$ cat config.mk
export PLATFORM = sky130hd
export DESIGN_NAME = zxuno_regbus_arbiter
export DESIGN_NICKNAME = d
export VERILOG_FILES = /design/src/rtl/zxuno_regbus_arbiter.sv
export SDC_FILE = /design/constraint.sdc
export NUM_CORES = 1
export LEC_CHECK = 0
export CAP_MARGIN = 20
export CORE_UTILIZATION = 38
export DETAILED_ROUTE_END_ITERATION = 10
export GPL_ROUTABILITY_DRIVEN = 0
export GPL_TIMING_DRIVEN = 1
export PLACE_DENSITY = 0.85
export SLEW_MARGIN = 0
export SYNTH_ARGS = -nofsm -noshare
export SYNTH_HDL_FRONTEND = slang
export SYNTH_SLANG_ARGS = --single-unit
$ cat constraint.sdc
create_clock -name clk -period 2.5 [get_ports clk]
set_input_delay 0.375 -clock clk [delete_from_list [all_inputs] [get_ports clk]]
set_output_delay 0.375 -clock clk [all_outputs]
set_load 0.03 [all_outputs]
$ cat src/rtl/zxuno_regbus_arbiter.sv
// Purpose: shares the ZX-UNO internal register bus between the Z80 port path and one aux master.
// Latency: CPU 0 cycles (pure combinational pass-through); aux access >= 2 cycles request-to-strobe, ack one cycle later.
// Backpressure: CPU is never stalled; aux waits (aux_busy=1) until GUARD_CYCLES quiet cycles, indefinitely if needed.
//
// Ports:
//   clk, rst_n                  system clock, synchronous active-low reset
//   cpu_addr/regrd/regwr/din    CPU-side register access, forwarded to the shared bus with zero latency
//   cpu_dout, cpu_oe            read data returned to the CPU (oe masked during aux-owned cycles)
//   aux_req/we/addr/wdata       aux request, 4-phase handshake; fields latched when the request is accepted
//   aux_ack, aux_rdata          aux acknowledge and read result (valid while aux_ack=1)
//   aux_busy                    request accepted but not yet acknowledged
//   zxuno_addr/regrd/regwr      shared bus address and strobes
//   bus_din                     shared bus write data
//   bus_dout, bus_oe            OR-combined read data / output enable from the register blocks

module zxuno_regbus_arbiter #(
  // Consecutive CPU-idle cycles needed before an aux access may issue (1..15).
  parameter int GUARD_CYCLES = 2
) (
  input  logic       clk,
  input  logic       rst_n,
  input  logic [7:0] cpu_addr,
  input  logic       cpu_regrd,
  input  logic       cpu_regwr,
  input  logic [7:0] cpu_din,
  output logic [7:0] cpu_dout,
  output logic       cpu_oe,
  input  logic       aux_req,
  input  logic       aux_we,
  input  logic [7:0] aux_addr,
  input  logic [7:0] aux_wdata,
  output logic       aux_ack,
  output logic [7:0] aux_rdata,
  output logic       aux_busy,
  output logic [7:0] zxuno_addr,
  output logic       zxuno_regrd,
  output logic       zxuno_regwr,
  output logic [7:0] bus_din,
  input  logic [7:0] bus_dout,
  input  logic       bus_oe
);

  localparam logic [3:0] GUARD = 4'(GUARD_CYCLES);

  typedef enum logic [1:0] {
    S_IDLE  = 2'd0,
    S_WAIT  = 2'd1,
    S_ISSUE = 2'd2,
    S_DONE  = 2'd3
  } state_t;

  state_t     state;
  state_t     state_nxt;
  logic       cpu_act;
  logic       aux_own;
  logic [3:0] cnt;
  logic       req_we;
  logic [7:0] req_addr;
  logic [7:0] req_wdata;
  logic [7:0] rdata_q;

  // Any CPU strobe claims the bus in the same cycle; never registered.
  assign cpu_act = cpu_regrd | cpu_regwr;

  // Quiet-bus counter: counts CPU-idle cycles, saturating at GUARD so that
  // cnt==GUARD means "at least GUARD idle cycles have just elapsed".
  always_ff @(posedge clk) begin
    if (!rst_n) begin
      cnt <= '0;
    end else if (cpu_act) begin
      cnt <= '0;
    end else if (cnt < GUARD) begin
      cnt <= cnt + 4'd1;
    end
  end

  // Request latch: fields are frozen at acceptance, so the aux master may
  // change them freely afterwards without affecting the access in flight.
  always_ff @(posedge clk) begin
    if (!rst_n) begin
      req_we    <= 1'b0;
      req_addr  <= 8'h00;
      req_wdata <= 8'h00;
    end else if (state == S_IDLE && aux_req) begin
      req_we    <= aux_we;
      req_addr  <= aux_addr;
      req_wdata <= aux_wdata;
    end
  end

  // Aux read result: only updated by an aux read that actually owned the bus.
  // Nobody driving the bus reads back as all-ones.
  always_ff @(posedge clk) begin
    if (!rst_n) begin
      rdata_q <= 8'hFF;
    end else if (aux_own && !req_we) begin
      rdata_q <= bus_oe ? bus_dout : 8'hFF;
    end
  end

  assign aux_rdata = rdata_q;

  // FSM state register.
  always_ff @(posedge clk) begin
    if (!rst_n) begin
      state <= S_IDLE;
    end else begin
      state <= state_nxt;
    end
  end

  // FSM next-state logic.
  always_comb begin
    state_nxt = state;
    case (state)
      S_IDLE: begin
        if (aux_req) begin
          state_nxt = S_WAIT;
        end
      end
      S_WAIT: begin
        if (cnt == GUARD && !cpu_act) begin
          state_nxt = S_ISSUE;
        end
      end
      S_ISSUE: begin
        // A CPU strobe landing in the issue slot wins; the aux access is
        // dropped without a strobe and retried after a fresh guard interval.
        state_nxt = cpu_act ? S_WAIT : S_DONE;
      end
      S_DONE: begin
        if (!aux_req) begin
          state_nxt = S_IDLE;
        end
      end
      default: state_nxt = S_IDLE;
    endcase
  end

  // FSM outputs and bus mux.
  always_comb begin
    aux_own     = (state == S_ISSUE) && !cpu_act;
    zxuno_addr  = cpu_addr;
    zxuno_regrd = cpu_regrd;
    zxuno_regwr = cpu_regwr;
    bus_din     = cpu_din;
    if (aux_own) begin
      zxuno_addr  = req_addr;
      zxuno_regrd = ~req_we;
      zxuno_regwr = req_we;
      bus_din     = req_wdata;
    end
    // Aux read data must never look like a CPU read response.
    cpu_oe   = bus_oe & ~aux_own;
    aux_ack  = (state == S_DONE);
    aux_busy = (state == S_WAIT) || (state == S_ISSUE);
  end

  assign cpu_dout = bus_dout;

endmodule

# ---- After elaboration in Yosys (flattened, before gate mapping)
# Index checks and enable logic that the tools add are counted.
dict set report op_classes {
  add_sub_neg 1
  multipliers 0
  div_mod_pow 0
  order_cmp 1
  n_eq_ne 7
  shifts 0
  muxes 10
  n_bitwise 5
  n_reduce_logical 10
}
# op n
set ops {}
lappend ops {{$mux 8} 3}
lappend ops {{$mux 2} 4}
lappend ops {{$pmux 2 s4} 1}
lappend ops {{$ne 2x2->1 const B} 3}
lappend ops {{$add 4x1->4 const B} 1}
lappend ops {{$eq 2x2->1 const B} 2}
lappend ops {{$eq 4x2->1 const B} 1}
lappend ops {{$logic_and 1x1->1} 4}
lappend ops {{$lt 4x2->1 const B} 1}
lappend ops {{$not 1->1} 3}
lappend ops {{$reduce_and 3->1} 1}
lappend ops {{$eq 2x1->1 const B} 1}
lappend ops {{$logic_not 1->1} 2}
lappend ops {{$logic_not 2->1} 1}
lappend ops {{$mux 1} 2}
lappend ops {{$reduce_or 2->1} 1}
lappend ops {{$and 1x1->1} 1}
lappend ops {{$logic_or 1x1->1} 1}
lappend ops {{$or 1x1->1} 1}
dict set report word_totals {
  register_bits 31
  latchBits 0
  mem_bits_rw 0
  rom_bits 0
  inputBits 47
  output_inout_bits 37
  elab_cells 40
  memories 0
}

# ---- Depth between registers and ports, before layout
# Gate-level depths: netlist (run 1).
dict set report logic_depth {
  word_depth 5
  mapped_depth 7
  mapped_depth_nobuf 5
}

# ---- Least setup slack after synthesis (run 1)
# No wires, ideal clock.
dict set report synth_timing {
  kind {register to output}
  start {reg state[0]}
  end {out bus_din[6]}
  t_arrival_ns 1.602
  required_time_ns 2.125
  setup_slack_ns 0.523
  stages_incl_launch_ff 7
  path_buffers 2
  path_cell_list {dfxtp_1 -> inv_1 -> ha_1 -> nor3b_1 -> buf_2 -> buf_2 -> mux2_2}
}
dict set report synth_via {
  elab_chain_cells 3
}
# element line_no
set synth_lines {}
lappend synth_lines {{from (decl)} 52} ;# state_t state;
lappend synth_lines {{from (signal assigned)} 108} ;# state <= state_nxt;
lappend synth_lines {{$eq 2x2->1} 142} ;# aux_own = (state == S_ISSUE) && !cpu_act;
lappend synth_lines {{$logic_and 1x1->1} 142}
lappend synth_lines {{$mux 8} 147} ;# if (aux_own) begin
lappend synth_lines {{to (decl)} 38} ;# output logic [7:0] bus_din,
# No other way between the ends.

# ---- Final worst setup path (run 1)
dict set report layout_timing {
  start {reg state[0]}
  end {out bus_din[2]}
}
# The elaborated chain is that of the path after synthesis.

==> results of run 1 <==
## power breakdown
part | switching [mW] | internal, mW
Combinational | 0.304 | 0.253
Clock | 0.184 | 0.195
Sequential | 0.0396 | 0.558
Total | 0.528 | 1.01
## sequential cells by signal, indices dropped and copies added, names as in the netlist
name       count
aux_rdata      8
req_addr       8
req_wdata      8
cnt            4
state          2
req_we         1
## repair_timing
action / CTS / global route
setup buffers: 0 / 0
resized for setup: 16 / 32
setup endpoints to repair: 16 / 17
endpoints found under the hold margin: 0 / 0
pin swaps: 0 / 0
## area by class of cell
type,instances,area (um2),area share
clock buffers,7,76.3,0.0316
repair buffers,90,823,0.341
well taps,48,60.1,0.0248
multi-input cells,127,817,0.338
clock inverters,1,5.00,0.00207
flip-flops and latches,31,621,0.257
inverters,4,15.0,0.00621
## cell usage in the layout (no fill, tap or decap), types with 2 or more instances in the layout
cell / instances
buf_4: 8
ha_1: 6
clkbuf_1: 2
clkdlybuf4s15_1: 2
o21ai_0: 7
a21oi_1: 18
nor2_1: 14
nor3b_1: 7
a2111oi_0: 2
clkbuf_2: 14
nor3_1: 2
clkbuf_8: 5
inv_1: 3
dfxtp_1: 31
nand2_1: 36
clkdlybuf4s50_1: 64
mux2_2: 17
## per-stage QoR
| step | cell area, um2 | power [mW] | setup TNS [ps] | utilization |
|---|---|---|---|---|
| finish | 2420 | 1.53 | 0 | 0.641 |
| global route | 2420 | 1.62 | 0 | 0.641 |
| CTS | 2460 | 1.55 | 0 | 0.652 |
| detailed placement | 2400 | 1.19 | -1390 | 0.636 |
| global placement | 2400 | 1.18 | -1520 | 0.636 |
| floorplan | 1540 | 0.968 | 0 | - |
## cells by family after synthesis
logic type | share of synthesized area
DFF | 0.404
buffers and inverters | 0.0717
AOI/OAI and AO/OA | 0.122
adders and majority gates | 0.0489
xor gates and xnor gates | 0.00570
and+or+nand+nor | 0.223
muxes | 0.125
## worst paths after layout
path                                to  cells after the start
max                         bus_din[2]                      6
min          req_wdata[3]$_SDFFE_PN0P_                      2
max reg2reg  aux_rdata[5]$_SDFFE_PN1P_                      6
min reg2reg  req_wdata[3]$_SDFFE_PN0P_                      2
## critical path: cells and delay by family (launching register included)
kind	cells	cell delay [ps]
DFF	1	340
muxes	1	340
buffers and inverters	3	640
and+or+nand+nor	1	240
adders and majority gates	1	210
## metal layers
layer / vias up / GRT usage / wire, um
met5: - / 0 / 0
met4: 0 / 0.0951 / 82
met3: 9 / 0.0521 / 275
met2: 67 / 0.329 / 1790
met1: 681 / 0.222 / 1700
li1: 758 / - / -
==> summary.md, run 1 <==
| Metric | Value |
|---|---|
| Core outline area | between 3000 and 4000 um2 |
| PortBufs | 83 |
| Ports | between 80 and 90 |
| Placed Instances | 300 |
| Final Worst Setup Slack | 89.3 ps |
| Non-filler cells, final | between 300 and 400 |
| Total GRT Usage | 0.193 |
| Number of synthesized register bits | 31 |
| Final net count | about 310 |
| Largest net degree at the start of global routing | 20 |
| Detailed placement HPWL | 2890 um |
| Antenna-violating nets left | 0 |
| Root buf cell | clkbuf_8 |
| Max Clock Skew | 4.88 ps |
| Pwr per Cell Area | 635 nW/um2 |
| CP max FO | 19 |
| Largest cells by area after synthesis | dfxtp_1 40%, mux2_2 12%, nand2_1 8.8%, a21oi_1 5.9%, ha_1 4.9% |
| Seq/Total Area, Yosys | 0.404 |
| Worst hold slack | about 450 ps |
| Post-synth top area share | 0.404 |
| Netlist cell types | 32 |
| Synth cell count leaders | 36 x nand2_1, 31 x dfxtp_1, 18 x a21oi_1 |
| Fmax achieved | about 0.41 GHz |
| WS Path Type | flip-flop to output port |
| Vias in the first global route | 1502 |
| Cells along the critical path | inv_1, ha_1, nor3b_4, buf_12, mux2_2, clkdlybuf4s15_1 |
| CP peak stage delay | 340 ps |
| Least-Margin Pin Slew | 600 ps |
| Pre-CTS setup slack | -96.5 ps |
| Worst-Skew Late Latency | ~280 ps |
| Die ar. | about 4300 um2 |
| Syn nets | 231 |
| CTS max path bufs | 2 |
| R2r setup slk | ~790 ps |
| Total gr overflow | 0 |
| Largest area contributor in the netlist | dfxtp_1 |
| Share of cells above drive strength 1 | 0.196 |
| Cell Area, Synth | around 1500 um2 |
| Worst-path clk slew | roughly 60 ps |
| Initial Util | 0.407 |
| Initial DRC count | between 50 and 60 |
| First-pass GRT wire length | ~6400 um |
| Worst r2r src | state[0]$_SDFFE_PN0P_ |
| Most common cell in the netlist | nand2_1 |
| Post-Synthesis Cells | around 180 |
| Critical Path Start Type | flip-flop |
| Max Transition Viols Final | 0 |
| DR WL/cell | between 10 and 15 um |
| Area added between synthesis and finish | 57.3% |
| Endpoints failing hold | 0 |
| Die H | 65.6 um |
| Filler cell count | roughly 340 |
| Drt first pass iters | 4 |
| Post-synth ARST share | 0 |
| Synthesized area per cell | 8.63 um2 |
| Final setup violation count | 0 |
| Critical path endpoint category | output port |
| Post-CTS Hold Buffers | 0 |
| Status | completed |
| Crit path arrival time | 2040 ps |
| Hold Path Class | flip-flop to flip-flop |
| Worst endpoint required time | between 2000 and 2500 ps |
| Tcrit/Tclk final | 0.964 |
| Fin crit period | around 2400 ps |
| Worst hold path startpoint | req_wdata[3]$_SDFFE_PN0P_ |
| RSZ-0062 raised after global routing | no |
| H-Tree Level Count | 2 |
| Slew margin rel. | 0.600 |
| Lkg Pwr | approximately 0.96 nW |
| VDD IR-drop max | approximately 0.00038 V |
| Die Width | 65.6 um |
| Row count | 22 |
| Antenna Cells | 0 |
| Number of synthesized flops with an enable pin | 0 |
| DR DRC count | 0 |
| Main synth FF type | dfxtp_1 |
| Via count | around 1500 |
| CTS tree | done |
| # Max-Cap Violations | 0 |
| Worst Setup SP | state[0]$_SDFFE_PN0P_ |
| Initial antenna violation count | 0 |
| Post-Route WL | slightly below 4000 um |
| Vias per cell | approximately 4.9 |
| Yosys warns | 0 |
| Crit path max-delay cell type | dfxtp_1 |
| Sink Count | 31 |
| Total CTS buffers | 5 |
Power figures use the tool's default switching activity.
==> inputs of run 2 (changes only) <==
Settings changed: CORE_MARGIN set to 2.
==> run 2 against run 1 <==
Setup slack better by 150 ps. Highest routed layer unchanged. Sequential power is essentially flat. Wire length fell by 0.31%. Clock skew hardly changed. Combinational power about the same. Register-to-register slack is essentially flat. Critical path depth did not move.
==> summary.md, run 2 (synthesized netlist as in run 1, its figures left out) <==
| Metric | Value |
|---|---|
| Status | completed |
| Ports | 84 |
| Final Worst Setup Slack | between 200 and 250 ps |
| Vias in the first global route | between 1000 and 1500 |
| Power share of the combinational group | 0.336 |
| Most frequent cells in the layout | 64 x clkdlybuf4s50_1, 36 x nand2_1, 31 x dfxtp_1 |
| # Max-Cap Violations | 0 |
| DR DRC count | 0 |
| CP bufs+invs | 3 |
| Vias per cell | between 4 and 5 |
| Switching power | 523 uW |
| Critical Path Start Type | flip-flop |
| Antenna Cells | 0 |
| Sink Count | 31 |
| Worst Setup SP | state[0]$_SDFFE_PN0P_ |
| Final Cell Area | between 2000 and 2500 um2 |
| Multi-input gate area | about 800 um2 |
| VDD IR-drop max | around 0.00049 V |
| Total GRT Usage | 0.179 |
| Pwr per Cell Area | slightly below 700 nW/um2 |
| PortBufs | 83 |
| Sw Share | 0.316 |
| Total power | approximately 1.7 mW |
| DR WL/cell | 12.4 um |
| Worst-path clk slew | ~60 ps |
| Crit path arrival time | 1880 ps |
| Worst hold path startpoint | req_addr[6]$_SDFFE_PN0P_ |
| H-Tree Level Count | 2 |
| Detailed placement HPWL | 2940 um |
| Crit path max-delay cell type | mux2_2 |
| Sequential Power Share | 0.361 |
| Die Width | ~68 um |
| Worst endpoint required time | ~2100 ps |
| Clock Power Share | 0.303 |
| Antenna-violating nets left | 0 |
| Worst-Skew Late Latency | ~280 ps |
| Root buf cell | clkbuf_8 |
| DP Area | between 2000 and 2500 um2 |
| Least-Margin Pin Slew | roughly 580 ps |
| Filler cell count | about 350 |
| Initial antenna violation count | 0 |
| Endpoints failing hold | 0 |
| Final net count | roughly 310 |
| Pre-CTS setup slack | -105 ps |
| CP peak stage delay | around 350 ps |
| Final setup violation count | 0 |
| Non-filler cells, final | just over 300 |
| Tcrit/Tclk final | 0.902 |
| Max Clock Skew | 5.20 ps |
| Largest net degree at the start of global routing | 20 |
| Post-CTS Hold Buffers | 0 |
| Hold Path Class | flip-flop to flip-flop |
| Worst r2r src | state[0]$_SDFFE_PN0P_ |
| Cell internal pwr | about 1.1 mW |
| Fin crit period | between 2000 and 2500 ps |
| Lkg Pwr | 0.972 nW |
| Commonest non-fill, non-tap cell in the layout | clkdlybuf4s50_1 |
| Via count | 1497 |
| Total CTS buffers | 5 |
| Post-Route WL | approximately 3800 um |
| Critical path endpoint category | output port |
| First-pass GRT wire length | roughly 6200 um |
| Drt first pass iters | 4 |
| Fmax achieved | between 0.4 and 0.5 GHz |
| Placed Instances | roughly 300 |
| FF/Latch Area | slightly above 600 um2 |
| RSZ-0062 raised after global routing | no |
| CTS max path bufs | 2 |
| Core outline area | 3940 um2 |
| WS Path Type | flip-flop to output port |
| Area added between synthesis and finish | 59.0% |
| Row count | 23 |
| CTS tree | done |
| Cells along the critical path | inv_1, ha_1, nor3b_4, buf_12, mux2_2, clkbuf_2 |
| Initial DRC count | 48 |
| Die H | a little under 70 um |
| Die ar. | about 4600 um2 |
| Total gr overflow | 0 |
| CP max FO | 19 |
| Share of cells above drive strength 1 | 0.212 |
| Slew margin rel. | 0.612 |
| Max Transition Viols Final | 0 |
| Initial Util | 0.390 |
| Cell family with most CP delay | buffers and inverters |
-- run 2: power groups by stage --
stage	logic, mW	registers [mW]	clock network, mW
2_1_floorplan	0.368	0.600	0
3_3_place_gp	0.569	0.605	0
3_5_place_dp	0.580	0.608	0
4_1_cts	0.564	0.597	0.516
5_1_grt	0.610	0.605	0.538
6_report	0.556	0.598	0.501
-- run 2: per-stage QoR --
stage	hold slack, ps	util	TNS [ps]
6_report	460	0.619	0
5_1_grt	472	0.619	0
4_1_cts	459	0.633	0
3_5_place_dp	446	0.609	-1500
3_3_place_gp	442	0.609	-1550
2_1_floorplan	433	-	0
-- run 2: final timing paths --
| path | to | slack, ps | cells after the start |
|---|---|---|---|
| hold reg to reg | req_addr[6]$_SDFFE_PN0P_ | 460 | 2 |
| setup / recovery | zxuno_addr[3] | 240 | 6 |
| setup reg to reg | aux_rdata[4]$_SDFFE_PN1P_ | 780 | 6 |
| hold / removal | req_addr[6]$_SDFFE_PN0P_ | 460 | 2 |
-- run 2: routing by layer --
| layer | vias to the layer above | global-route usage | routed length [um] |
|---|---|---|---|
| met4 | 0 | 0.0536 | 46 |
| met5 | - | 0 | 0 |
| met1 | 677 | 0.209 | 1640 |
| met3 | 6 | 0.0667 | 318 |
| li1 | 760 | - | - |
| met2 | 54 | 0.301 | 1830 |
-- run 2: what timing repair did --
item | in CTS | in global routing
setup buffers | 0 | 0
cloned | 0 | 0
setup endpoints to repair | 17 | 16
resized for setup | 17 | 33
-- run 2: cell type report --
type	instances	share of cell area
repair buffers	90	0.331
clock inverters	2	0.0143
flip-flops and latches	31	0.254
well taps	50	0.0256
inverters	4	0.00615
clock buffers	6	0.0338
multi-input cells	127	0.335
-- run 2: worst register-to-register path: stages (launching register included) --
cell and delay [ps]:
dfxtp_1 340, inv_1 110, ha_1 200, or4b_1 470, buf_4 190, nor3b_1 190
o21ai_0 90
